### src/rtl/rc_step_sequencer.sv
// Step-response sequencer for the RC filter model: holds the model in reset, applies a
// latched step on v_in, then counts cycles until v_out crosses a latched threshold.
module rc_step_sequencer #(
   parameter int WIDTH      = 18,
   parameter int EXP        = -12,
   parameter int RST_CYCLES = 4,
   parameter int TIMEOUT    = 1000,
   parameter int CNT_W      = 16
) (
   input  logic                    clk,
   input  logic                    rst,
   input  logic                    start,
   input  logic                    abort,
   input  logic signed [WIDTH-1:0] v_step,
   input  logic signed [WIDTH-1:0] v_thresh,
   input  logic signed [WIDTH-1:0] v_out,
   output logic signed [WIDTH-1:0] v_in,
   output logic                    model_rst,
   output logic                    busy,
   output logic                    done,
   output logic                    timeout,
   output logic                    meas_valid,
   output logic [CNT_W-1:0]        settle_cycles
);

   localparam int HOLD_W = (RST_CYCLES > 1) ? $clog2(RST_CYCLES) : 1;
   localparam logic [HOLD_W-1:0] HOLD_LAST = HOLD_W'(RST_CYCLES - 1);
   localparam logic [CNT_W-1:0]  CNT_LAST  = CNT_W'(TIMEOUT - 1);
   localparam logic [CNT_W-1:0]  CNT_TMO   = CNT_W'(TIMEOUT);

   // EXP only fixes the real-number interpretation; raw integers are compared.
   if (RST_CYCLES < 1 || TIMEOUT < 1 || TIMEOUT >= (1 << CNT_W) || EXP >= WIDTH) begin : g_bad_params
      $error("rc_step_sequencer: invalid parameter set");
   end

   typedef enum logic [1:0] {
      IDLE     = 2'd0,
      RST_HOLD = 2'd1,
      STEP     = 2'd2,
      DONE     = 2'd3
   } state_t;

   state_t                  state;
   logic [HOLD_W-1:0]       hold_cnt;
   logic [CNT_W-1:0]        cnt;
   logic signed [WIDTH-1:0] step_q;
   logic signed [WIDTH-1:0] thresh_q;
   logic                    dir_up;
   logic                    crossed;

   always_comb begin
      crossed = dir_up ? (v_out >= thresh_q) : (v_out <= thresh_q);
   end

   // Single registered FSM; every output is updated on the transition into its state.
   always_ff @(posedge clk or negedge rst) begin
      if (!rst) begin
         state         <= IDLE;
         hold_cnt      <= '0;
         cnt           <= '0;
         step_q        <= '0;
         thresh_q      <= '0;
         dir_up        <= 1'b0;
         v_in          <= '0;
         model_rst     <= 1'b1;
         busy          <= 1'b0;
         done          <= 1'b0;
         timeout       <= 1'b0;
         meas_valid    <= 1'b0;
         settle_cycles <= '0;
      end else begin
         done <= 1'b0;
         case (state)
            IDLE: begin
               if (start) begin
                  step_q        <= v_step;
                  thresh_q      <= v_thresh;
                  dir_up        <= (v_step >= v_thresh);
                  meas_valid    <= 1'b0;
                  timeout       <= 1'b0;
                  settle_cycles <= '0;
                  hold_cnt      <= '0;
                  busy          <= 1'b1;
                  state         <= RST_HOLD;
               end
            end
            RST_HOLD: begin
               if (abort) begin
                  busy  <= 1'b0;
                  state <= IDLE;
               end else begin
                  cnt <= '0;
                  if (hold_cnt == HOLD_LAST) begin
                     model_rst <= 1'b0;
                     v_in      <= step_q;
                     state     <= STEP;
                  end else begin
                     hold_cnt <= hold_cnt + HOLD_W'(1);
                  end
               end
            end
            STEP: begin
               // Abort outranks a crossing or timeout seen on the same edge.
               if (abort) begin
                  model_rst <= 1'b1;
                  v_in      <= '0;
                  busy      <= 1'b0;
                  state     <= IDLE;
               end else if (crossed || cnt == CNT_LAST) begin
                  settle_cycles <= crossed ? cnt : CNT_TMO;
                  timeout       <= !crossed;
                  done          <= 1'b1;
                  meas_valid    <= 1'b1;
                  model_rst     <= 1'b1;
                  v_in          <= '0;
                  state         <= DONE;
               end else begin
                  cnt <= cnt + CNT_W'(1);
               end
            end
            DONE: begin
               busy  <= 1'b0;
               state <= IDLE;
            end
            default: begin
               state <= IDLE;
            end
         endcase
      end
   end

endmodule

### config.mk
export PLATFORM = sky130hd
export DESIGN_NAME = rc_step_sequencer
export DESIGN_NICKNAME = d
export VERILOG_FILES = /design/src/rtl/rc_step_sequencer.sv
export SDC_FILE = /design/constraint.sdc
export NUM_CORES = 1
export LEC_CHECK = 0
export ABC_AREA = 1
export CAP_MARGIN = 20
export CORE_MARGIN = 4
export CORE_UTILIZATION = 48
export DETAILED_ROUTE_END_ITERATION = 8
export GPL_TIMING_DRIVEN = 0
export HOLD_SLACK_MARGIN = 0.12
export PLACE_DENSITY = 0.75
export SETUP_SLACK_MARGIN = 0.4
export SLEW_MARGIN = 20
export SYNTH_ARGS = -nofsm -noshare
export SYNTH_HDL_FRONTEND = slang
export SYNTH_SLANG_ARGS = --single-unit
### constraint.sdc
create_clock -name clk -period 1.9 [get_ports clk]
set_input_delay 0.38 -clock clk [delete_from_list [all_inputs] [get_ports clk]]
set_output_delay 0.38 -clock clk [all_outputs]
set_load 0.02 [all_outputs]
==> impl_metrics.csv <==
group,metric,value,unit
outcome,status,"finished with violations",
outcome,violations,"negative setup slack",
finish,drive_above_1_share,37.0,%
cts,insertion_delay,350,ps
grt,grt_pass1_vias,5450,
critical_path,crit_chain,"inv_2, ha_4, nand2_1, nand2_1, nand2_1, nand2_2, a21oi_4, nand4_1, nand2_2, nand3_4, nand2_4, nand2_8, buf_12, buf_8, nand2_2, o21ai_2",
finish,diodes,0,
logic_synthesis,synth-edff-count,0,
cts,root_buffer,"clkbuf_16",
critical_path,cp.arrival,2480,ps
critical_path,crit_path_end_kind,"flip-flop",
critical_path,r2r_setup_slack,-350,ps
route,drc,0,
route,ant_nets,0,
finish,syn_to_final_growth,52.8,%
critical_path,worstSetupEndpoint,"cnt[6]$_DFFE_PN0P_",
logic_synthesis,yosys.cell_count.top_type,"nand2_1",
route,drt_pass1_iterations,5,
route,drt_iter0_drc,342,
logic_synthesis,async_reset_ff_share,100,%
floorplan,die_x,114,um
sta,slew_viol_final,0,
cts,cts_tree,"done",
pwr,power_leakage,4.20,nW
sta,rsz0062_at_grt,"true",
grt,grt_pass1_wl,25.9,mm
logic_synthesis,seq_area_frac_synth,44.4,%
finish,fillers,730,
route,routed_wl,16.9,mm
finish,nNetsFinal,950,
sta,max_freq,445,MHz
cts,clock_path_buffers,2,
critical_path,regToRegStartpoint,"thresh_q[11]$_DFFE_PN0P_",
sta,worst-slew-pin-transition,701,ps
logic_synthesis,synth_area_leaders,"dfrtp_1 (44%), nand2_1 (18%), ha_1 (9.5%), inv_1 (5.1%), nand3_1 (4.0%)",
place,gp_congestion,0.893,
route,via_per_inst,5.32,
logic_synthesis,synth.cell_area,5410,um2
logic_synthesis,ys_warn_count,0,
cts,cts_max_level,3,
floorplan,start_util,49.5,%
cts,cts_sinks,96,
place,post_dp_cell_area,6910,um2
route,via_count,5296,
grt,grt_max_degree,64,
logic_synthesis,synth_top_area_share,43.9,%
critical_path,cp.required,2130,ps
sta,final.setup.worst_slack,-345,ps
critical_path,cpMaxStageDelayCell,"dfrtp_1",
critical_path,max_stage_delay,400,ps
sta,period_needed,2250,ps
logic_synthesis,synth-seq-cells,96,
place,place_hpwl,10.6,mm
place,numPortBuffers,95,
critical_path,critPathMaxFanout,5,
logic_synthesis,yosysUniqueCellTypes,35,
floorplan,core,10900,um2
worst_hold_path,hp-class,"in -> reg",
sta,period_share,118,%
grt,antenna_found_initial,0,
critical_path,startpoint,"thresh_q[11]$_DFFE_PN0P_",
logic_synthesis,synth_area_leader_cell,"dfrtp_1",
critical_path,rr_worst_depth,16,
cts,cts_made_buffers,9,
sta,fin_skew,9.08,ps
logic_synthesis,synthFlopType,"dfrtp_1",
logic_synthesis,yosys-top-cells-count,"nand2_1 (261), dfrtp_1 (95), inv_1 (73)",
critical_path,worstSetupStartpointType,"flip-flop",
floorplan,die_h,114,um
critical_path,rr_endpoint,"cnt[6]$_DFFE_PN0P_",
pwr,vdd_drop_max,858,uV
critical_path,path_class,"reg -> reg",
pwr,power_density,1330,nW/um2
logic_synthesis,synth_cells,688,
sta,slew_headroom,53.3,%
sta,finalHoldViolCount,0,
sta,finalSetupViolCount,56,
run,max_cap_violations,0,
logic_synthesis,synth_area_per_cell,7.87,um2
floorplan,rows,38,
floorplan,boundaryPins,97,
place,pre_cts_slack,-786,ps
finish,fin_area,8270,um2
grt,grt_usage,25.0,%
logic_synthesis,synth_fp_nets,787,
route,wl_per_cell,16.9,um
pwr,p_total,11.0,mW
cts,clkSlewWorstSetupHoldPaths,70,ps
grt,gr-total-overflow,0,
floorplan,die-area,13000,um2
-- report_power, final --
part / internal (mW) / total [mW] / leakage, nW / switching (mW)
Combinational: 2.58 / 5.87 / 2.78 / 3.29
Sequential: 2.65 / 3.06 / 1.27 / 0.411
Clock: 1.20 / 2.04 / 0.159 / 0.841
-- kinds of logic after synthesis --
family,Yosys count,synth area share [%]
adder cells (fa/ha/maj),41,9.48
AO/OA/AOI/OAI,68,7.93
flip-flops,96,44.4
AND/OR/NAND/NOR,378,29.3
buffers and inverters,96,7.42
XOR/XNOR,9,1.46
-- through the flow --
stage          hold slack (ps)  std cells  TNS, ps  utilization (%)
4_1_cts                    383        985   -10900             72.4
5_1_grt                    247        996   -20220             75.6
3_5_place_dp               289        924   -45120             63.1
6_report                   246        996   -15430             75.6
2_1_floorplan             84.4        688        0                -
3_3_place_gp               453        923  -329270             62.9
-- critical path: cells and delay by family (launching register included) --
| family | cells | cell delay (ps) |
|---|---|---|
| buf+inv | 3 | 380 |
| fa+ha+maj | 1 | 210 |
| compound gates | 2 | 180 |
| flops | 1 | 400 |
| simple gates | 10 | 940 |
-- flip-flops by register name (all words and copies together), names as in the netlist --
name,count
v_in,18
model_rst,1
done,1
timeout,1
busy,1
state,2
settle_cycles,16
cnt,16
dir_up,1
meas_valid,1
thresh_q,18
hold_cnt,2
step_q,18
-- repair_timing --
action | CTS | global route
setup endpoints to repair | 132 | 95
hold endpoints to repair | 32 | 0
buffers inserted | 36 | 11
hold buffers | 1 | 0
resized for setup | 206 | 138
pin swaps | 48 | 55
cloned | 8 | 0
-- worst min path at each step --
stage,to,slack (ps),from,cells past startpoint
2_1_floorplan,busy$_DFFE_PN0P_,80,rst,0
3_3_place_gp,v_in[17]$_DFFE_PN0P_,450,v_in[17]$_DFFE_PN0P_,2
4_1_cts,done$_DFF_PN0_,380,abort,2
6_report,step_q[3]$_DFFE_PN0P_,250,v_step[3],3
3_5_place_dp,v_in[13]$_DFFE_PN0P_,290,rst,1
5_1_grt,step_q[3]$_DFFE_PN0P_,250,v_step[3],3
-- cell usage in the layout, fill, tap and decap left out, types with 3 or more instances in the layout --
master / instances
clkbuf_2: 21
o211ai_1: 3
o21ai_0: 21
nand2_8: 3
a21oi_1: 12
nor2_4: 7
buf_2: 4
clkbuf_4: 4
dlygate4sd2_1: 57
ha_1: 10
nand3_4: 4
nand3_1: 22
nand2_4: 24
xor2_1: 7
nor3_1: 6
ha_4: 30
clkdlybuf4s50_1: 6
or2_2: 10
inv_1: 39
nand3_2: 20
nand2_2: 39
clkbuf_16: 9
o21ai_1: 4
buf_4: 38
nor2_1: 25
inv_2: 34
dfrtp_1: 95
clkbuf_1: 5
nand2_1: 203
buf_12: 5
buf_6: 17
nor2_2: 6
clkdlybuf4s15_1: 4
nand4_1: 7
buf_16: 4
o21ai_2: 17
-- area by class of cell --
cell class | instances | area (um2) | share of cell area [%]
multi-input combinational | 498 | 3550 | 43.0
sequential | 96 | 2400 | 29.1
timing repair buffer | 150 | 1330 | 16.1
inverter | 76 | 292 | 3.53
clock buffer | 10 | 239 | 2.89
buffer | 20 | 188 | 2.27
tap | 140 | 175 | 2.12
clock inverter | 6 | 90.1 | 1.09
-- per-layer routing --
layer / routed length [um] / vias to the layer above / track usage (%)
li1: - / 2514 / -
met1: 6940 / 2572 / 31.8
met2: 8710 / 172 / 43.4
met3: 795 / 38 / 4.07
met4: 434 / 0 / 8.47
met5: 0 / - / 0
Power figures use the tool's default switching activity.
